<file path="src/rtl/alu_issuer.sv">
// rtl/alu_issuer.sv - single-outstanding command issuer in front of an external combinational ALU
module alu_issuer #(
   parameter int CNT_W = 8
) (
   input  logic             clk,
   input  logic             rst,
   input  logic             cmd_valid,
   output logic             cmd_ready,
   input  logic [2:0]       cmd_sel,
   input  logic [3:0]       cmd_a,
   input  logic [3:0]       cmd_b,
   output logic [3:0]       alu_a,
   output logic [3:0]       alu_b,
   output logic [2:0]       alu_sel,
   input  logic [3:0]       alu_out,
   input  logic             alu_carry,
   output logic             rsp_valid,
   input  logic             rsp_ready,
   output logic [3:0]       rsp_out,
   output logic             rsp_carry,
   output logic             rsp_err,
   output logic [CNT_W-1:0] op_count
);

   typedef enum logic [1:0] {IDLE, ISSUE, RESP} state_t;

   state_t state, state_nxt;
   logic   accept;
   logic   div_zero;

   // Division and modulo by zero are answered locally without using the ALU.
   assign div_zero = ((cmd_sel == 3'b010) || (cmd_sel == 3'b011)) && (cmd_b == 4'd0);
   assign accept   = cmd_valid && cmd_ready;

   always_ff @(posedge clk or posedge rst) begin
      if (rst) state <= IDLE;
      else     state <= state_nxt;
   end

   always_comb begin
      state_nxt = state;
      cmd_ready = 1'b0;
      rsp_valid = 1'b0;
      case (state)
         IDLE: begin
            cmd_ready = 1'b1;
            if (cmd_valid) state_nxt = div_zero ? RESP : ISSUE;
         end
         ISSUE: state_nxt = RESP;
         RESP: begin
            rsp_valid = 1'b1;
            if (rsp_ready) state_nxt = IDLE;
         end
         default: state_nxt = IDLE;
      endcase
   end

   always_ff @(posedge clk or posedge rst) begin
      if (rst) begin
         alu_a     <= 4'd0;
         alu_b     <= 4'd0;
         alu_sel   <= 3'b000;
         rsp_out   <= 4'd0;
         rsp_carry <= 1'b0;
         rsp_err   <= 1'b0;
         op_count  <= '0;
      end else begin
         if (accept) begin
            alu_a   <= cmd_a;
            alu_b   <= cmd_b;
            alu_sel <= cmd_sel;
            if (div_zero) begin
               rsp_out   <= 4'd0;
               rsp_carry <= 1'b0;
               rsp_err   <= 1'b1;
            end
         end
         if (state == ISSUE) begin
            rsp_out   <= alu_out;
            rsp_err   <= 1'b0;
            // Carry only means something for add and sub.
            rsp_carry <= (alu_sel[2:1] == 2'b00) ? alu_carry : 1'b0;
         end
         if ((state == RESP) && rsp_ready) op_count <= op_count + 1'b1;
      end
   end

endmodule

</file>
<file path="config.mk">
export PLATFORM = sky130hd
export DESIGN_NAME = alu_issuer
export DESIGN_NICKNAME = d
export VERILOG_FILES = /design/src/rtl/alu_issuer.sv
export SDC_FILE = /design/constraint.sdc
export NUM_CORES = 1
export LEC_CHECK = 0
export ABC_AREA = 1
export CORE_AREA = 5 5 60 62
export DETAILED_ROUTE_END_ITERATION = 12
export DIE_AREA = 0 0 65 67
export GPL_ROUTABILITY_DRIVEN = 1
export GPL_TIMING_DRIVEN = 0
export PLACE_DENSITY = 0.78
export REMOVE_ABC_BUFFERS = 1
export SLEW_MARGIN = 40
export SYNTH_ARGS = -nofsm -noshare
export SYNTH_HDL_FRONTEND = slang
export SYNTH_SLANG_ARGS = --single-unit
</file>
<file path="constraint.sdc">
create_clock -name clk -period 1.6 [get_ports clk]
set_clock_uncertainty 0.1 [all_clocks]
set_input_delay 0.24 -clock clk [delete_from_list [all_inputs] [get_ports clk]]
set_output_delay 0.24 -clock clk [all_outputs]
set_load 0.005 [all_outputs]
</file>
==> flow_summary.ini, run 1 <==
[power_and_ir_drop]
power_density_nw_per_um2 = 1510
total_power_mw = 2.851
p_leak_nw = 1.012
vdd_drop_max_mv = 0.7505

[sta]
hold_viol = 0
slew_headroom = 0.6185
finalSetupViolations = 0
tightest_slew_ns = 0.5715
period_share = 0.9864
fmax_ghz = 0.6336
finalWorstPathRequiredPeriod_ns = 1.578
drv_slew = 0

[clock_network]
cts_max_path_buffers = 2
clk_pin_slew_ns = 0.15
htree_levels = 1
root_buffer = clkbuf_4
tritoncts = done
cts_buffers = 3
clk_latency_ns = 0.33
cts.sinks = 27
ctsHoldBuffers = 0

[finish]
drive_gt1_frac = 0.1571
stdcell_count = 243
area_growth_pct = 54.29
diodes = 0
fin_nets = 232

[floorplan]
start_util = 0.4109
rows = 20
io_pins = 47
die_h_um = 67
core_um2 = 2978
die_area_um2 = 4355
die_w_um = 65

[drt]
routedWlPerCell_um = 12.81
vias = 1190
drcViolationCount = 0
dr.pass1.iters = 5
drt_wl_total_um = 3113
via_per_inst = 4.897
drtIter0Drc = 33
drtAntennaViolNets = 0

[setup_path]
crit_buf_inv = 1
critPathMaxFanout = 2
critical_path_class = reg2out
cp_top_family = buffers and inverters
path_cells = clkdlybuf4s50_1
critPathLaunchType = flop
arrival_ns = 1.24
critPathMaxStageDelay_ns = 0.51
required_ns = 1.26
slowest_stage = clkdlybuf4s50_1
end_kind = primary output

[grt]
grt_max_degree = 28
grt_usage = 0.1477
antenna_found_initial = 0
grt_pass1_vias = 1192
grt_pass1_wl_um = 4995
grt.overflow.total = 0

[synth]
seq_area_frac_synth = 0.5521
synth_ff_type = dfrtp_1
synth_commonest_cells = nand2_1, dfrtp_1, nand3_1
synthTopCellsByArea = dfrtp_1, nand2_1, nand3_1
synth-edff-count = 0
ys_seq_elements = 27
synth_top_area_frac = 0.5521
synthMostInstantiatedCell = nand2_1
ys_types = 20
ys_warn_count = 0
ys_async_sr_fraction = 1.000
synthCells = 146
yosysTopAreaCell = dfrtp_1
netlist_area_um2 = 1224
avgSynthCellArea_um2 = 8.381

[flow_run]
maxCapViolations = 0

[placement]
routabilityCongestion = 0.8212
port_buffers = 46
detailed_place_hpwl_um = 2214
dp.cells = 222

[status]
status = finished, final reports clean

[hold_path]
min_path_type = in2async
-- path summary, 6_finish.rpt --
check | startpoint | to | slack (ns) | depth (start not counted)
min in group clk | cmd_valid | alu_a[2] | 0.27 | 3
hold reg to reg | alu_b[3] | alu_b[3] | 0.40 | 2
max in group asynchronous | rst | state[1] | 0.83 | 2
setup / recovery | op_count[1] | op_count[1] | 0.02 | 1
setup reg to reg | op_count[1] | op_count[4] | 0.12 | 8
hold / removal | rst | op_count[2] | 0.17 | 2
-- routing by layer --
metal,track usage,vias to the layer above,part of all wire
met5,0,-,0
met4,0.06069,0,0.011
met3,0.05059,4,0.078
met2,0.2720,40,0.51
met1,0.1517,562,0.40
li1,-,584,-
-- through the flow --
step | setup WS [ns] | TNS [ns] | hold WS, ns | utilization | cell area, um2
6_report | 0.02170 | 0 | 0.1678 | 0.6340 | 1888
5_1_grt | -0.02331 | -0.06099 | 0.2141 | 0.6340 | 1888
4_1_cts | 0.002380 | 0 | 0.1805 | 0.6046 | 1800
3_5_place_dp | -0.2381 | -3.638 | 0.3634 | 0.5740 | 1709
3_3_place_gp | -0.1592 | -2.499 | 0.3544 | 0.5740 | 1709
2_1_floorplan | 0.2098 | 0 | 0.1927 | - | 1207
-- power breakdown --
part / switching [mW] / total [mW] / leakage (nW) / internal [mW]
clock: 0.208 / 0.302 / 0.0177 / 0.0939
combinational: 0.615 / 1.42 / 0.652 / 0.808
sequential: 0.174 / 1.13 / 0.342 / 0.953
total: 0.996 / 2.85 / 1.01 / 1.85
-- registers in the layout (all words and copies together) (netlist names) --
register / cells
alu_a: 4
alu_b: 4
rsp_err: 1
op_count: 8
alu_sel: 3
state: 2
rsp_out: 4
rsp_carry: 1
-- cells in the final DEF, fill, tap and decap left out, types with 3 or more instances in the layout --
| cell | instances |
|---|---|
| buf_4 | 17 |
| nand2_1 | 57 |
| nor2_1 | 8 |
| nor2_2 | 3 |
| clkbuf_4 | 3 |
| xor2_1 | 4 |
| inv_1 | 10 |
| nand3_1 | 19 |
| dfrtp_1 | 26 |
| dlymetal6s2s_1 | 6 |
| clkdlybuf4s50_1 | 38 |
-- kinds of logic after synthesis --
kind of cell,synth area share
flops,0.5521
simple gates,0.3354
buf+inv,0.05418
compound gates,0.01943
fa+ha+maj,0.01022
xor+xnor,0.02863
-- cell type report --
| type | instances | area, um2 |
|---|---|---|
| Sequential cell | 27 | 676.9 |
| Timing Repair Buffer | 63 | 601.8 |
| Clock inverter | 1 | 5.005 |
| Inverter | 13 | 51.30 |
| Multi-Input combinational cell | 103 | 489.2 |
| Clock buffer | 3 | 22.52 |
| Tap cell | 33 | 41.29 |
| Fill cell | 273 | 1090 |
-- timing repair --
| item | 4_1_cts | 5_1_grt |
|---|---|---|
| setup buffers | 8 | 9 |
| hold endpoints to repair | 0 | 0 |
| resized for setup | 5 | 9 |
| gates cloned | 0 | 0 |
| pin swaps | 1 | 1 |
| setup endpoints to repair | 22 | 16 |
(Power assumes the default switching activity.)
==> inputs of run 2 (changes only) <==
Settings changed: CELL_PAD_IN_SITES_DETAIL_PLACEMENT from default to 1, CELL_PAD_IN_SITES_GLOBAL_PLACEMENT from default to 1, CORE_AREA 5 5 60 62 to 5 5 69 71, DIE_AREA 0 0 65 67 to 0 0 74 76, PLACE_DENSITY 0.78 to 0.8.
==> run 2 against run 1 <==
Clock-buffer cell count unchanged. Final cell count increased by 4.1%. Maximum frequency increased by 2.5%. Die area is 29% higher.
==> flow_summary.ini, run 2 (synthesis results as in run 1) <==
[grt]
grt.overflow.total = 0
grt_pass1_wl_um = 5319
grt_usage = 0.1171
grt_pass1_vias = 1201
antenna_found_initial = 0
grt_max_degree = 28

[clock_network]
cts.sinks = 27
cts_max_path_buffers = 2
cts_buffers = 3
ctsHoldBuffers = 0
clk_latency_ns = 0.27
root_buffer = clkbuf_8
clk_pin_slew_ns = 0.10
htree_levels = 1
tritoncts = done

[setup_path]
slowest_stage = clkdlybuf4s50_1
path_cells = clkdlybuf4s50_1
critPathMaxFanout = 5
end_kind = primary output
critical_path_class = reg2out
critPathMaxStageDelay_ns = 0.51
crit_buf_inv = 1
critPathLaunchType = flop
required_ns = 1.26
cp_top_family = buffers and inverters
arrival_ns = 1.20

[sta]
rsz0062_at_grt = false
hold_viol = 0
fmax_ghz = 0.6497
finalSetupViolations = 0
period_share = 0.9619
holdWs_ns = 0.2353
tightest_slew_ns = 0.5767
slew_headroom = 0.6150
finalWorstSetupSlack_ns = 0.06094
finalWorstPathRequiredPeriod_ns = 1.539
drv_slew = 0

[placement]
post-place-ws_ns = -0.2437
port_buffers = 46
routabilityCongestion = 0.7511
detailed_place_hpwl_um = 2297
dp.cells = 241

[finish]
stdcell_count = 253
drive_gt1_frac = 0.1244
seqCellArea_um2 = 679.4
final_common_cell = nand2_1
final_cell_mix = nand2_1, clkdlybuf4s50_1, dfrtp_1
utilization = 0.4433
area_growth_pct = 51.23
regMostFlops = op_count
n_fill_cell = 515
largest_reg_flops = 8
multi_input_area_um2 = 489.2
fin_nets = 223
diodes = 0

[drt]
drt_wl_total_um = 3106
drtIter0Drc = 31
vias = 1134
drtAntennaViolNets = 0
dr.pass1.iters = 3
via_per_inst = 4.482
drcViolationCount = 0
routedWlPerCell_um = 12.28

[flow_run]
maxCapViolations = 0

[floorplan]
rows = 24
start_util = 0.2932
die_area_um2 = 5624
io_pins = 47
core_um2 = 4174
die_w_um = 74
die_h_um = 76

[power_and_ir_drop]
p_leak_nw = 0.9129
power_density_nw_per_um2 = 1558
vdd_drop_max_mv = 0.5711

[status]
status = finished, final reports clean

[hold_path]
min_path_type = in2async
## run 2: cell count changes in the layout (fill, tap and decap cells not counted), sizes merged
| cell | delta |
|---|---|
| clkdlybuf4s50 | +5 |
| dlygate4sd2 | +1 |
| clkdlybuf4s15 | -1 |
| dlymetal6s2s | -5 |
| inv | -1 |
| clkinv | +1 |
| buf | -9 |
## run 2: final timing paths
kind	slack, ns	depth (start not counted)	to	from
setup / recovery	0.06	1	op_count[4]	op_count[4]
hold / removal	0.24	2	alu_a[2]	rst
setup reg to reg	0.21	6	alu_sel[1]	state[0]
hold reg to reg	0.38	2	alu_b[3]	alu_b[3]
max in group asynchronous	0.75	2	op_count[4]	rst
min in group clk	0.34	3	alu_a[3]	cmd_valid
## run 2: final cells by class
type,instances,area share
Timing Repair Buffer,54,0.2813
Clock inverter,1,0.002705
Sequential cell,27,0.3671
Multi-Input combinational cell,103,0.2644
Clock buffer,3,0.02231
Inverter,13,0.02705
Tap cell,52,0.03516
## run 2: repair_timing
action	CTS	global route
endpoints found under the setup margin	15	24
buffers inserted	2	6
pin swaps	1	0
resized for setup	4	4
## run 2: stage by stage
step | TNS, ns | cell area [um2] | power (mW)
CTS | 0 | 1798 | 2.853
global placement | -6.367 | 1733 | 2.374
floorplan | 0 | 1207 | 1.641
detailed placement | -4.030 | 1733 | 2.403
global route | 0 | 1851 | 3.136
finish | 0 | 1851 | 2.883
## run 2: power by group
group          leakage (nW)  internal [mW]  switching, mW
Sequential            0.339          0.957          0.190
Clock                0.0255          0.175          0.221
Combinational         0.549          0.766          0.574
Total                 0.913           1.90          0.986
## run 2: routing by layer
layer  track usage  routed length (um)  vias up
met2        0.1941                1537       29
met5             0                   0        -
met3       0.04222                 271        2
met1        0.1429                1282      540
met4       0.02717                  13        0
li1              -                   -      563
